[config.mk]
export PLATFORM = sky130hd
export DESIGN_NAME = cyc_ctl_gen
export DESIGN_NICKNAME = d
export VERILOG_FILES = /design/src/rtl/cyc_ctl_pkg.sv /design/src/rtl/cyc_ctl_wdog.sv /design/src/rtl/cyc_ctl_gen.sv
export SDC_FILE = /design/constraint.sdc
export NUM_CORES = 1
export LEC_CHECK = 0
export BUFFER_PORTS_ARGS = -buffer_cell sky130_fd_sc_hd__buf_2
export CORE_MARGIN = 2
export CORE_UTILIZATION = 30
export CTS_BUF_LIST = sky130_fd_sc_hd__clkbuf_16
export DETAILED_ROUTE_END_ITERATION = 8
export GPL_ROUTABILITY_DRIVEN = 0
export PLACE_DENSITY = 0.56
export SLEW_MARGIN = 20
export SYNTH_ARGS = -nofsm -noshare
export SYNTH_HDL_FRONTEND = slang
export SYNTH_SLANG_ARGS = --single-unit
export TNS_END_PERCENT = 1
[constraint.sdc]
create_clock -name CK -period 4.25 [get_ports CK]
set_input_delay 0.85 -clock CK [delete_from_list [all_inputs] [get_ports CK]]
set_output_delay 0.85 -clock CK [all_outputs]
set_load 0.02 [all_outputs]
[src/rtl/cyc_ctl_pkg.sv]
// -----------------------------------------------------------------------------
// cyc_ctl_pkg
// Shared definitions for the ND-120 cycle-control sequencer:
//   - cls_e      : 3-bit cycle-class encoding (also driven out on CLS)
//   - DEF_*      : default parameter values for cyc_ctl_gen
//   - class_sel(): fixed-priority tick-0 cycle classification
// -----------------------------------------------------------------------------
package cyc_ctl_pkg;

    typedef enum logic [2:0] {
        CLS_SHORT = 3'd0,
        CLS_FAST  = 3'd1,
        CLS_NORM  = 3'd2,
        CLS_SLOW  = 3'd3,
        CLS_BRK   = 3'd4,
        CLS_LONG  = 3'd5
    } cls_e;

    localparam int DEF_CC_W      = 4;
    localparam int DEF_LEN_SHORT = 2;
    localparam int DEF_LEN_FAST  = 3;
    localparam int DEF_LEN_NORM  = 4;
    localparam int DEF_LEN_SLOW  = 8;
    localparam int DEF_LEN_BRK   = 8;
    localparam int DEF_LEN_LONG  = 9;
    localparam int DEF_WAIT_POS  = 2;
    localparam int DEF_TO_W      = 6;

    // First match wins. LONG outranks BRK; a SHORT request only yields a
    // true SHORT cycle when neither delay stretch (DLY0_n low or CSDELAY0)
    // is asking for extra time, otherwise it falls into the FAST length.
    function automatic cls_e class_sel(
        input logic long_req,
        input logic brk_n,
        input logic slow_n,
        input logic short_n,
        input logic dly0_n,
        input logic csdelay0,
        input logic hit
    );
        if (long_req)
            return CLS_LONG;
        else if (!brk_n)
            return CLS_BRK;
        else if (!slow_n)
            return CLS_SLOW;
        else if (!short_n && dly0_n && !csdelay0)
            return CLS_SHORT;
        else if (hit || !short_n)
            return CLS_FAST;
        else
            return CLS_NORM;
    endfunction

endpackage

[src/rtl/cyc_ctl_wdog.sv]
// -----------------------------------------------------------------------------
// cyc_ctl_wdog
// Stall watchdog. Counts consecutive ticks in which the sequencer is held at a
// stall point. A stall point may be occupied for at most 2**TO_W-1 ticks: the
// hold is dropped on the last of them, and TOUT is high during that final
// stalled tick.
// Ports:
//   clk, rst  : clock, asynchronous active-high reset
//   stall_req : a stall condition is present at the current stall point
//   hold      : combinational, counter must hold this tick
//   tout      : registered one-tick timeout pulse
// -----------------------------------------------------------------------------
module cyc_ctl_wdog #(
    parameter int TO_W = 6
) (
    input  logic clk,
    input  logic rst,
    input  logic stall_req,
    output logic hold,
    output logic tout
);

    // wd_q counts hold edges already taken at this stall point, so the
    // current tick is stall tick number wd_q+1. Tick number 2**TO_W-1 is
    // the last one allowed, i.e. wd_q == all-ones minus one.
    localparam logic [TO_W-1:0] WD_LAST = {{(TO_W-1){1'b1}}, 1'b0};
    localparam logic [TO_W-1:0] WD_PRE  = WD_LAST - 1'b1;

    logic [TO_W-1:0] wd_q, wd_d;
    logic            tout_q, tout_d;

    always_comb begin
        hold   = stall_req && (wd_q != WD_LAST);
        wd_d   = hold ? wd_q + 1'b1 : '0;
        tout_d = hold && (wd_q == WD_PRE);
    end

    always_ff @(posedge clk or posedge rst) begin
        if (rst) begin
            wd_q   <= '0;
            tout_q <= 1'b0;
        end else begin
            wd_q   <= wd_d;
            tout_q <= tout_d;
        end
    end

    assign tout = tout_q;

endmodule

[src/rtl/cyc_ctl_gen.sv]
// -----------------------------------------------------------------------------
// cyc_ctl_gen
// Cycle-control sequencer for the ND-120 CPU board. Classifies each CPU cycle
// on its first tick, counts out the programmed length for that class, stalls
// at the bus/WAIT1 and WAIT2 points, and emits a one-tick active-low TERM_n
// on the last tick of the cycle.
// Ports:
//   CK, RESET         : clock, asynchronous active-high reset
//   SHORT_n, SLOW_n,
//   BRK_n, LONG, HIT  : cycle-type requests (tick 0 only)
//   DLY0_n, CSDELAY0  : select FAST instead of SHORT for SHORT requests
//   DLY1_n            : one-tick stretch of FAST cycles, sampled at tick 1
//   WAIT1, WAIT2      : memory wait requests at the stall points
//   CGNTCACT_n        : bus held by another master (stall A)
//   TERM_n            : low on the last tick of the cycle
//   CC_n              : inverted tick index
//   CLS               : class of the current cycle (valid from tick 1)
//   TOUT              : stall watchdog pulse
// All outputs are registered.
// -----------------------------------------------------------------------------
module cyc_ctl_gen
    import cyc_ctl_pkg::*;
#(
    parameter int CC_W      = DEF_CC_W,
    parameter int LEN_SHORT = DEF_LEN_SHORT,
    parameter int LEN_FAST  = DEF_LEN_FAST,
    parameter int LEN_NORM  = DEF_LEN_NORM,
    parameter int LEN_SLOW  = DEF_LEN_SLOW,
    parameter int LEN_BRK   = DEF_LEN_BRK,
    parameter int LEN_LONG  = DEF_LEN_LONG,
    parameter int WAIT_POS  = DEF_WAIT_POS,
    parameter int TO_W      = DEF_TO_W
) (
    input  logic            CK,
    input  logic            RESET,
    input  logic            SHORT_n,
    input  logic            SLOW_n,
    input  logic            BRK_n,
    input  logic            LONG,
    input  logic            HIT,
    input  logic            DLY0_n,
    input  logic            DLY1_n,
    input  logic            CSDELAY0,
    input  logic            WAIT1,
    input  logic            WAIT2,
    input  logic            CGNTCACT_n,
    output logic            TERM_n,
    output logic [CC_W-1:0] CC_n,
    output logic [2:0]      CLS,
    output logic            TOUT
);

    // Lengths carry one extra bit so that a length of exactly 2**CC_W fits.
    localparam logic [CC_W:0]   L_SHORT = (CC_W+1)'(LEN_SHORT);
    localparam logic [CC_W:0]   L_FAST  = (CC_W+1)'(LEN_FAST);
    localparam logic [CC_W:0]   L_NORM  = (CC_W+1)'(LEN_NORM);
    localparam logic [CC_W:0]   L_SLOW  = (CC_W+1)'(LEN_SLOW);
    localparam logic [CC_W:0]   L_BRK   = (CC_W+1)'(LEN_BRK);
    localparam logic [CC_W:0]   L_LONG  = (CC_W+1)'(LEN_LONG);
    localparam logic [CC_W-1:0] POS_A   = CC_W'(WAIT_POS);
    localparam logic [CC_W-1:0] POS_B   = CC_W'(WAIT_POS + 1);
    localparam logic [CC_W-1:0] TICK1   = CC_W'(1);

    // Reject parameter sets the counter cannot represent or where a stall
    // point would coincide with (or lie past) the terminating tick.
    localparam int CC_MAX = 2 ** CC_W;
    localparam bit PARAMS_OK =
        (CC_W >= 1) && (TO_W >= 2) && (WAIT_POS >= 0) &&
        (LEN_SHORT >= 2) && (LEN_FAST >= 2) && (LEN_NORM >= 2) &&
        (LEN_SLOW >= 2) && (LEN_BRK >= 2) && (LEN_LONG >= 2) &&
        (LEN_SHORT <= CC_MAX) && (LEN_FAST + 1 <= CC_MAX) &&
        (LEN_NORM <= CC_MAX) && (LEN_SLOW <= CC_MAX) &&
        (LEN_BRK <= CC_MAX) && (LEN_LONG <= CC_MAX) &&
        (WAIT_POS + 1 < LEN_NORM) && (WAIT_POS + 1 < LEN_SLOW) &&
        (WAIT_POS + 1 < LEN_BRK) && (WAIT_POS + 1 < LEN_LONG);

    generate
        if (!PARAMS_OK) begin : g_bad_params
            $error("cyc_ctl_gen: illegal CC_W/LEN_*/WAIT_POS/TO_W combination");
        end
    endgenerate

    function automatic logic [CC_W:0] len_of(input cls_e c);
        case (c)
            CLS_SHORT: return L_SHORT;
            CLS_FAST:  return L_FAST;
            CLS_SLOW:  return L_SLOW;
            CLS_BRK:   return L_BRK;
            CLS_LONG:  return L_LONG;
            default:   return L_NORM;
        endcase
    endfunction

    logic [CC_W-1:0] cnt_q, cnt_d;
    logic [CC_W-1:0] cc_n_q, cc_n_d;
    logic [CC_W:0]   len_q, len_d;
    cls_e            cls_q, cls_d;
    logic            term_n_q, term_n_d;

    logic            last;
    logic            wait_cls;
    logic            stall_req;
    logic            hold;

    always_comb begin
        // TERM_n already marks the final tick; the next edge starts tick 0.
        last  = !term_n_q;
        cls_d = cls_q;
        len_d = len_q;

        if (cnt_q == '0) begin
            cls_d = class_sel(LONG, BRK_n, SLOW_n, SHORT_n, DLY0_n, CSDELAY0, HIT);
            len_d = len_of(cls_d);
        end

        // FAST cycles never stall, so tick 1 is seen exactly once per cycle
        // and the stretch cannot apply twice.
        if (cls_d == CLS_FAST && cnt_q == TICK1 && !DLY1_n && !last)
            len_d = len_d + 1'b1;

        wait_cls  = (cls_d == CLS_NORM) || (cls_d == CLS_SLOW) || (cls_d == CLS_LONG);
        stall_req = 1'b0;
        if (cnt_q == POS_A)
            stall_req = wait_cls ? ((WAIT1 && BRK_n) || !CGNTCACT_n)
                                 : ((cls_d == CLS_BRK) && !CGNTCACT_n);
        else if (cnt_q == POS_B)
            stall_req = wait_cls && WAIT2 && BRK_n;

        if (last)
            cnt_d = '0;
        else if (hold)
            cnt_d = cnt_q;
        else
            cnt_d = cnt_q + 1'b1;

        // TERM_n is decided one edge early so the output stays registered.
        term_n_d = last || ({1'b0, cnt_d} != (len_d - 1'b1));
        cc_n_d   = ~cnt_d;
    end

    cyc_ctl_wdog #(
        .TO_W (TO_W)
    ) u_wdog (
        .clk       (CK),
        .rst       (RESET),
        .stall_req (stall_req),
        .hold      (hold),
        .tout      (TOUT)
    );

    always_ff @(posedge CK or posedge RESET) begin
        if (RESET) begin
            cnt_q    <= '0;
            cc_n_q   <= '1;
            len_q    <= L_NORM;
            cls_q    <= CLS_NORM;
            term_n_q <= 1'b1;
        end else begin
            cnt_q    <= cnt_d;
            cc_n_q   <= cc_n_d;
            len_q    <= len_d;
            cls_q    <= cls_d;
            term_n_q <= term_n_d;
        end
    end

    assign TERM_n = term_n_q;
    assign CC_n   = cc_n_q;
    assign CLS    = cls_q;

endmodule

==> impl_results.md, run 1 <==
* Status: completed
* Initial DRC count at 75
* Fmax at roughly 0.26 GHz
* Endpoint type of the worst setup path: flop
* Clock Tree Buf Depth at 2
* Ys async rst share at 100.0%
* Total gr overflow at 0
* Max Slew Vio Count at 0
* GRT Resource Usage Total at a little over an eighth
* Post-CTS Setup Repair Bufs at 0
* Hpwl dp at about 2400 um
* Die Area at around 5400 um^2
* Yosys cell types at 45
* Final WL at just over 3000 um
* Register area at between 600 and 700 um^2
* Worst Max-Slew Pin Slew at between 0.9 and 1 ns
* Vias in the first global route at approximately 1200
* Initial antenna violation count at 0
* Syn Area/Cell at ~9.5 um^2
* Synthesis-to-finish area growth at 16.98%
* Kind of critical path: flop to flop
* Synthesized flop and latch total at 24
* Sequential share of the synthesized area at between 40% and 50%
* Inserted Clock Buffers at 3
* Final Non-Filler Cells at about 230
* Placed inst area at about 1600 um^2
* Biggest area consumer among synthesized cells: dfrtp_1
* ANT nets after route at 0
* Final setup TNS at 0 ns
* Global-route wire length before repair at ~5500 um
* Critical register-to-register path startpoint: cnt_q[0]
* Most common cell after layout, fill and taps aside: buf_2
* DP Cell Count at about 230
* H-tree depth at 1
* CP Buf/Inv Count at 2
* Hold_ws at between 0.5 and 0.6 ns
* Crit Path Max Fanout at 8
* Ant diodes at 0
* Capture point of the worst reg-to-reg path: TERM_n
* DR pass1 iterations at 4
* Met3 Use GR at under 10%
* Worst path top cell family by delay: compound AO/OA/AOI/OAI gates
* Multi-input gate area at around 780 um^2
* Post-CTS Hold Fix Bufs at 0
* Syn Std Cell Area at 1459 um^2
* Met2 GRT Util at 21.23%
* Crit path DAT at a little under 4 ns
* Commonest cells after routing, fill and taps aside: buf_2, dfrtp_1, inv_1
* Max Cap Viol at 0
* Post-layout min period at between 3 and 4 ns
* Final net count at 200
* Worst hold path stage count at 1
* Hold Crit Endpoint: TERM_n
* Share of layout cells above drive strength 1 at between 20% and 30%
* Clock sinks at 24
* Top Ports at 22
* Post-CTS Resized at 0
* Clock latency on the worst-skew pair at ~0.26 ns
* Slew margin rel. at a little under two fifths
* Setup Viol. Count Final at 0
* CTS Root Cell: clkbuf_16
* Starting Density at 31.09%
* RSZ-0062 raised after global routing: no
* Final worst-path cycle share at between 80% and 90%
* Max stage delay on crit path at 0.50 ns
* Ys flop type: dfrtp_1
* Final hold vios at 0
* Input/output buffers at 21
* Routed length per instance at about 13 um
* Vias at 1134
* Clock skew at 0.003550 ns
* DR DRC count at 0
* Final Instance Area at around 1700 um^2
* Cells after Synth at 153
* Slowest CP cell: or4_1
* EDFF count, synth at 0
* Met1 Use GR at between 15 and 20%
* Worst hold path class: flop to flop
* Critical Path RT at about 4.4 ns
* Synth warn at 0
* CP Launch Type: flop
* Chip width at around 74 um
* Die height at roughly 74 um
* Overall Power at 1.172 mW
* GR peak layer: met2
* Core Footprint at around 4700 um^2
* Synth top area share at approximately 29%
* FILL cells at around 500
* Worst Hold Launch: TERM_n
* Pwr Density at around 690 nW/um^2
* Largest net degree at the start of global routing at 25
* Worst-path clk slew at roughly 0.06 ns
* Top post-synthesis cells by area: dfrtp_1, dfstp_2, ha_1
* Rows at 25
* CTS tree: done
* R2R depth at 14
* Via density at 4.909
* Syn Nets at around 180
* Leakage at 0.7531 nW
* Crit path cell chain: inv_1 -> ha_1 -> nor3b_4 -> nor2_1 -> a21oi_1 -> ha_1 -> inv_1 -> or4_1 -> a2111oi_0 -> xor2_1 -> o21ai_0 -> xnor2_1 -> o21ai_0 -> nand4_1
* Worst vdd rail ir drop at approximately 0.0002 V
* Reg2Reg Setup Slack at between 0.4 and 0.5 ns
==> metal layers <==
metal,part of all wire [%],routed length [um]
met3,3.6,112
met2,49,1512
met5,0,0
met1,47,1440
met4,0.62,19
==> cell usage after synthesis, drive strengths merged (4+ instances only) <==
cell / number
dfrtp: 17
nor2b: 5
nor2: 14
nand2: 12
ha: 9
o21ai: 6
nand3: 6
xnor2: 10
nand4: 4
dfstp: 7
xor2: 5
inv: 18
==> cells by family after synthesis <==
family,synth area share (%)
simple gates,23.07
compound gates,12.09
flops,41.77
buf+inv,4.888
xor+xnor,9.005
fa+ha+maj,7.719
mux,1.458
==> flip-flops by register name, summed over array words and instances (netlist names) <==
name,flops
CLS,3
len_q,5
u_wdog.tout,1
TERM_n,1
CC_n,4
u_wdog.wd_q,6
cnt_q,4
==> stage by stage <==
step,util (%),worst slack [ns]
after detailed placement,34.69,0.3439
after CTS,36.37,0.4470
final,36.37,0.4537
after floorplan,-,0.7903
after global placement,34.69,0.4938
after global routing,36.37,0.02290
==> how the worst max path moves through the flow <==
stage | to | startpoint | depth (start not counted) | slack (ns)
2_1_floorplan | TERM_n | HIT | 12 | 0.79
3_3_place_gp | TERM_n | SHORT_n | 12 | 0.49
3_5_place_dp | TERM_n | HIT | 13 | 0.34
4_1_cts | TERM_n | cnt_q[0] | 14 | 0.45
5_1_grt | TERM_n | cnt_q[0] | 14 | 0.02
6_report | TERM_n | cnt_q[0] | 14 | 0.45
==> cell type report <==
class                           instances  area share, %
Tap cell                               54          3.959
Clock inverter                          1         0.2199
Sequential cell                        24          35.70
Timing Repair Buffer                   21          6.158
Clock buffer                            3          4.399
Inverter                               18          3.959
Multi-Input combinational cell        110          45.60
==> power by group <==
part	internal (mW)	total, mW	switching, mW
registers	0.318	0.378	0.0606
clock network	0.126	0.206	0.0798
logic	0.247	0.588	0.341
total	0.690	1.17	0.481
(Power assumes the default switching activity.)
==> run 2: changes to the inputs <==
--- a/config.mk
+++ b/config.mk
@@ -6,7 +6,7 @@
 export NUM_CORES = 1
 export LEC_CHECK = 0
 export BUFFER_PORTS_ARGS = -buffer_cell sky130_fd_sc_hd__buf_2
-export CORE_MARGIN = 2
+export CORE_MARGIN = 3
 export CORE_UTILIZATION = 30
 export CTS_BUF_LIST = sky130_fd_sc_hd__clkbuf_16
 export DETAILED_ROUTE_END_ITERATION = 8
==> impl_results.md, run 2 (synthesized netlist as in run 1, its figures left out) <==
* Largest net degree at the start of global routing at 25 (unchanged)
* Endpoint type of the worst setup path: flop (unchanged)
* Critical Path RT at 4.42 ns (was 4.43 ns)
* Crit Path Max Fanout at 8 (unchanged)
* Hold Crit Endpoint: TERM_n (unchanged)
* Reg2Reg Setup Slack at 0.49 ns (was 0.45 ns)
* Chip width at 75.74 um (was 73.74 um)
* Vias at 1129 (was 1134)
* Worst hold path stage count at 1 (unchanged)
* Hold_ws at 0.5172 ns (was 0.5100 ns)
* Die height at 75.74 um (was 73.74 um)
* Slew margin rel. at 40.16% (was 38.05%)
* Post-CTS Hold Fix Bufs at 0 (unchanged)
* Final setup TNS at 0 ns (unchanged)
* Crit path DAT at 3.93 ns (was 3.97 ns)
* H-tree depth at 1 (unchanged)
* Clock skew at 0.004141 ns (was 0.003550 ns)
* Rows at 24 (was 25)
* CTS Root Cell: clkbuf_16 (unchanged)
* Capture point of the worst reg-to-reg path: TERM_n (unchanged)
* DR DRC count at 0 (unchanged)
* Global-route wire length before repair at 5050 um (was 5457 um)
* FILL cells at 456 (was 495)
* Initial DRC count at 91 (was 75)
* Met2 GRT Util at 17.55% (was 21.23%)
* Final hold vios at 0 (unchanged)
* Core Footprint at 4534 um^2 (was 4692 um^2)
* Share of layout cells above drive strength 1 at 23.73% (unchanged)
* CP Launch Type: flop (unchanged)
* Initial antenna violation count at 0 (unchanged)
* Biggest regs: u_wdog.wd_q x6, len_q x5 (unchanged)
* CTS tree: done (unchanged)
* Met1 Use GR at 16.30% (was 16.75%)
* Vias in the first global route at 1114 (was 1197)
* Post-CTS Resized at 0 (unchanged)
* Final net count at 200 (unchanged)
* ANT nets after route at 0 (unchanged)
* Final worst-path cycle share at 88.37% (was 89.32%)
* Slowest CP cell: or4_1 (unchanged)
* Via density at 4.665 (was 4.909)
* Leakage at 0.7569 nW (was 0.7531 nW)
* Clock sinks at 24 (unchanged)
* Die Area at 5736 um^2 (was 5437 um^2)
* Final WL at 2937 um (was 3085 um)
* Status: completed (unchanged)
* Top Ports at 22 (unchanged)
* Met3 Use GR at 1.583% (was 3.155%)
* Largest register FFs at 6 (unchanged)
* Register area at 609.3 um^2 (unchanged)
* Worst hold path class: flop to flop (unchanged)
* Fmax at 0.2663 GHz (was 0.2634 GHz)
* Max stage delay on crit path at 0.49 ns (was 0.50 ns)
* Commonest cells after routing, fill and taps aside: buf_2, inv_1, dfrtp_1 (was buf_2, dfrtp_1, inv_1)
* Ant diodes at 0 (unchanged)
* Routed length per instance at 12.14 um (was 13.35 um)
* Clock latency on the worst-skew pair at 0.25 ns (was 0.26 ns)
* Input/output buffers at 21 (unchanged)
* GR peak layer: met2 (unchanged)
* Post-CTS Setup Repair Bufs at 0 (unchanged)
* Pwr Density at 678.1 nW/um^2 (was 686.5 nW/um^2)
* Setup Viol. Count Final at 0 (unchanged)
* Post-layout min period at 3.756 ns (was 3.796 ns)
* Most common cell after layout, fill and taps aside: buf_2 (unchanged)
* DR pass1 iterations at 4 (unchanged)
* Worst Hold Launch: TERM_n (unchanged)
* Clock Tree Buf Depth at 2 (unchanged)
* Starting Density at 32.17% (was 31.09%)
* Hpwl dp at 2273 um (was 2364 um)
* GRT Resource Usage Total at 11.41% (was 13.04%)
* Total gr overflow at 0 (unchanged)
* R2R depth at 14 (unchanged)
* Kind of critical path: flop to flop (unchanged)
* Crit path cell chain: inv_1 -> ha_1 -> nor3b_4 -> nor2_1 -> a21oi_1 -> ha_1 -> inv_1 -> or4_1 -> a2111oi_0 -> xor2_1 -> o21ai_0 -> xnor2_1 -> o21ai_0 -> nand4_1 (unchanged)
* Inserted Clock Buffers at 3 (unchanged)
* Max Cap Viol at 0 (unchanged)
* Worst Max-Slew Pin Slew at 0.8967 ns (was 0.9283 ns)
* Max Slew Vio Count at 0 (unchanged)
* RSZ-0062 raised after global routing: no (unchanged)
* Worst-path clk slew at 0.06 ns (about the same)
* Worst vdd rail ir drop at 0.0002188 V (was 0.0002003 V)
* Multi-input gate area at 778.2 um^2 (unchanged)
* Biggest register: u_wdog.wd_q (unchanged)
* Synthesis-to-finish area growth at 17.92% (was 16.98%)
* Critical register-to-register path startpoint: cnt_q[0] (unchanged)
run 2: cell types whose count changed in the layout (fill, tap and decap cells not counted):
cell      change
inv_1         +1
clkinv_1      -1
run 2: worst max-delay path, delay by kind of cell (launching register included):
family	cells	cell delay (ns)
and+or+nand+nor	4	1.03
xor gates and xnor gates	2	0.54
DFF	1	0.41
buffers and inverters	2	0.17
adders and majority gates	2	0.45
AOI/OAI and AO/OA	4	1.08
run 2: power breakdown:
group	total [mW]	switching [mW]	internal, mW
Sequential	0.376	0.0582	0.318
Combinational	0.588	0.342	0.247
Clock	0.202	0.0766	0.126
Total	1.17	0.476	0.690
run 2: metrics by stage:
stage	cells	worst slack (ns)	utilization, %	power (mW)	instance area, um^2
finish	242	0.4943	37.94	1.167	1720
global route	242	0.03628	37.94	1.278	1720
CTS	242	0.4833	37.94	1.184	1720
detailed placement	238	0.3528	36.20	0.9723	1642
global placement	238	0.4996	36.20	0.9771	1642
floorplan	153	0.7903	-	0.8361	1459
run 2: worst max-delay path by stage:
stage | startpoint | end | slack [ns] | cells past startpoint
CTS | cnt_q[0] | TERM_n | 0.48 | 14
detailed placement | HIT | TERM_n | 0.35 | 13
finish | cnt_q[0] | TERM_n | 0.49 | 14
global placement | HIT | TERM_n | 0.50 | 13
floorplan | HIT | TERM_n | 0.79 | 12
global route | cnt_q[0] | TERM_n | 0.04 | 14
run 2: area by class of cell:
class | count | share of cell area (%)
inverters | 18 | 3.927
well taps | 65 | 4.727
clock buffers | 3 | 4.364
repair buffers | 21 | 6.109
flip-flops and latches | 24 | 35.42
clock inverters | 1 | 0.2182
multi-input cells | 110 | 45.24
run 2: metal layers:
layer  share of wire [%]  wire [um]
met3                 4.3        125
met2                  44       1281
met4                 1.4         41
met5                   0          0
met1                  51       1489
==> run 3: changes to the inputs <==
--- a/config.mk
+++ b/config.mk
@@ -8,7 +8,7 @@
 export BUFFER_PORTS_ARGS = -buffer_cell sky130_fd_sc_hd__buf_2
 export CORE_MARGIN = 3
 export CORE_UTILIZATION = 30
-export CTS_BUF_LIST = sky130_fd_sc_hd__clkbuf_16
+export CTS_BUF_LIST = sky130_fd_sc_hd__clkbuf_4 sky130_fd_sc_hd__clkbuf_8
 export DETAILED_ROUTE_END_ITERATION = 8
 export GPL_ROUTABILITY_DRIVEN = 0
 export PLACE_DENSITY = 0.56
==> impl_results.md, run 3 (synthesized netlist as in run 1, its figures left out) <==
* Status: completed (unchanged)
* Die Area at 5736 um^2 (unchanged)
* Endpoint type of the worst setup path: flop (unchanged)
* Hpwl dp at 2273 um (unchanged)
* Worst-path clk slew at 0.08 ns (was 0.06 ns)
* Initial antenna violation count at 0 (unchanged)
* CP Launch Type: flop (unchanged)
* Clock latency on the worst-skew pair at 0.27 ns (was 0.25 ns)
* Crit path cell chain: inv_1 -> ha_1 -> nor3b_4 -> nor2_1 -> a21oi_1 -> ha_1 -> inv_1 -> or4_1 -> a2111oi_0 -> xor2_1 -> o21ai_0 -> xnor2_1 -> o21ai_0 -> nand4_1 (unchanged)
* Vias in the first global route at 1108 (was 1114)
* Share of layout cells above drive strength 1 at 24.29% (was 23.73%)
* Via density at 4.628 (was 4.665)
* Reg2Reg Setup Slack at 0.46 ns (was 0.49 ns)
* Fmax at 0.2641 GHz (was 0.2663 GHz)
* DR pass1 iterations at 4 (unchanged)
* Inserted Clock Buffers at 3 (unchanged)
* Input/output buffers at 21 (unchanged)
* ANT nets after route at 0 (unchanged)
* Pwr Density at 655.5 nW/um^2 (was 678.1 nW/um^2)
* Worst vdd rail ir drop at 0.0001937 V (was 0.0002188 V)
* Rows at 24 (unchanged)
* Chip width at 75.74 um (unchanged)
* Final worst-path cycle share at 89.10% (was 88.37%)
* Clock skew at 0.004556 ns (was 0.004141 ns)
* Clock Tree Buf Depth at 2 (unchanged)
* Synthesis-to-finish area growth at 15.87% (was 17.92%)
* Biggest register: u_wdog.wd_q (unchanged)
* Crit path depth at 14 (unchanged)
* Worst Max-Slew Pin Slew at 0.8918 ns (was 0.8967 ns)
* Routed length per instance at 12.06 um (was 12.14 um)
* Crit path DAT at 3.98 ns (was 3.93 ns)
* Crit Path Max Fanout at 8 (unchanged)
* Largest register FFs at 6 (unchanged)
* CTS tree: done (unchanged)
* Capture point of the worst reg-to-reg path: TERM_n (unchanged)
* Initial DRC count at 66 (was 91)
* Starting Density at 32.17% (unchanged)
* Ant diodes at 0 (unchanged)
* Biggest regs: u_wdog.wd_q x6, len_q x5 (unchanged)
* Final hold vios at 0 (unchanged)
* Slowest CP cell: or4_1 (unchanged)
* Vias at 1120 (was 1129)
* H-tree depth at 1 (unchanged)
* Hold_ws at 0.5208 ns (was 0.5172 ns)
* Global-route wire length before repair at 5023 um (was 5050 um)
* CP Buf/Inv Count at 2 (unchanged)
* Commonest cells after routing, fill and taps aside: buf_2, dfrtp_1, inv_1 (was buf_2, inv_1, dfrtp_1)
* Post-CTS Hold Fix Bufs at 0 (unchanged)
* Largest net degree at the start of global routing at 25 (unchanged)
* Post-CTS Resized at 0 (unchanged)
* RSZ-0062 raised after global routing: no (unchanged)
* Max Slew Vio Count at 0 (unchanged)
* Final WL at 2918 um (was 2937 um)
* Critical Path RT at 4.44 ns (was 4.42 ns)
* Die height at 75.74 um (unchanged)
* R2R depth at 14 (unchanged)
* Post-layout min period at 3.787 ns (was 3.756 ns)
* Setup Viol. Count Final at 0 (unchanged)
* Top Ports at 22 (unchanged)
* Clock sinks at 24 (unchanged)
* Final net count at 200 (unchanged)
* CP endpoint: TERM_n (unchanged)
* Slew margin rel. at 40.48% (was 40.16%)
* Kind of critical path: flop to flop (unchanged)
* Leakage at 0.7408 nW (was 0.7569 nW)
* Max Cap Viol at 0 (unchanged)
* Final worst slack at 0.4630 ns (was 0.4943 ns)
* CTS Root Cell: clkbuf_8 (was clkbuf_16)
* Final setup TNS at 0 ns (unchanged)
* Critical register-to-register path startpoint: cnt_q[0] (unchanged)
* Most common cell after layout, fill and taps aside: buf_2 (unchanged)
* GRT Resource Usage Total at 11.33% (was 11.41%)
* Total gr overflow at 0 (unchanged)
* Post-CTS Setup Repair Bufs at 0 (unchanged)
* DR DRC count at 0 (unchanged)
* Max stage delay on crit path at 0.49 ns (about the same)
* Worst path top cell family by delay: compound AO/OA/AOI/OAI gates (unchanged)
* Post-place setup slack at 0.3528 ns (unchanged)
* Core Footprint at 4534 um^2 (unchanged)
* Worst hold path class: flop to flop (unchanged)
* Critical path launch point: cnt_q[0] (unchanged)
## run 3: cell types whose count changed in the layout (fill, tap and decap cells not counted)
cell       delta
clkbuf_16     -3
clkbuf_8      +3
clkbuf_4      +1
inv_1         -1
## run 3: how the worst min path moves through the flow
stage                              start              to  slack (ns)  depth (start not counted)
final                             TERM_n          TERM_n        0.52                          1
after detailed placement          TERM_n          TERM_n        0.51                          1
after global routing      u_wdog.wd_q[0]  u_wdog.wd_q[0]        0.56                          1
after floorplan           u_wdog.wd_q[0]  u_wdog.wd_q[0]        0.48                          1
after CTS                 u_wdog.wd_q[0]  u_wdog.wd_q[0]        0.53                          1
after global placement            TERM_n          TERM_n        0.50                          1
## run 3: layout make-up
cell class / count / area [um^2]
Fill cell: 460 / 2844
Multi-Input combinational cell: 110 / 778.2
Sequential cell: 24 / 609.3
Timing Repair Buffer: 21 / 105.1
Tap cell: 65 / 81.33
Inverter: 18 / 67.56
Clock buffer: 4 / 48.80
## run 3: per-layer routing
layer  up-vias  GRT usage (%)  part of all wire [%]
met5         -              0                     0
met4         0          4.078                   1.6
met3         4          1.583                   4.4
met2        22          17.26                    42
met1       521          16.30                    52
li1        573              -                     -
## run 3: per-stage QoR
step	std cells	cell area [um^2]	utilization, %	power (mW)
after floorplan	153	1459	-	0.8361
after global placement	238	1642	36.20	0.9771
after detailed placement	238	1642	36.20	0.9723
after CTS	242	1690	37.28	1.124
after global routing	242	1690	37.28	1.218
final	242	1690	37.28	1.108
## run 3: worst register-to-register path, stage by stage (launching register included)
cell	delay (ns)
dfrtp_1	0.42
inv_1	0.13
ha_1	0.21
nor3b_4	0.35
nor2_1	0.08
a21oi_1	0.29
ha_1	0.24
inv_1	0.04
or4_1	0.49
a2111oi_0	0.45
xor2_1	0.40
o21ai_0	0.19
xnor2_1	0.15
o21ai_0	0.17
nand4_1	0.11
## run 3: power by group
group	switching, mW	internal [mW]
clock	0.0705	0.0734
sequential	0.0581	0.317
combinational	0.342	0.247
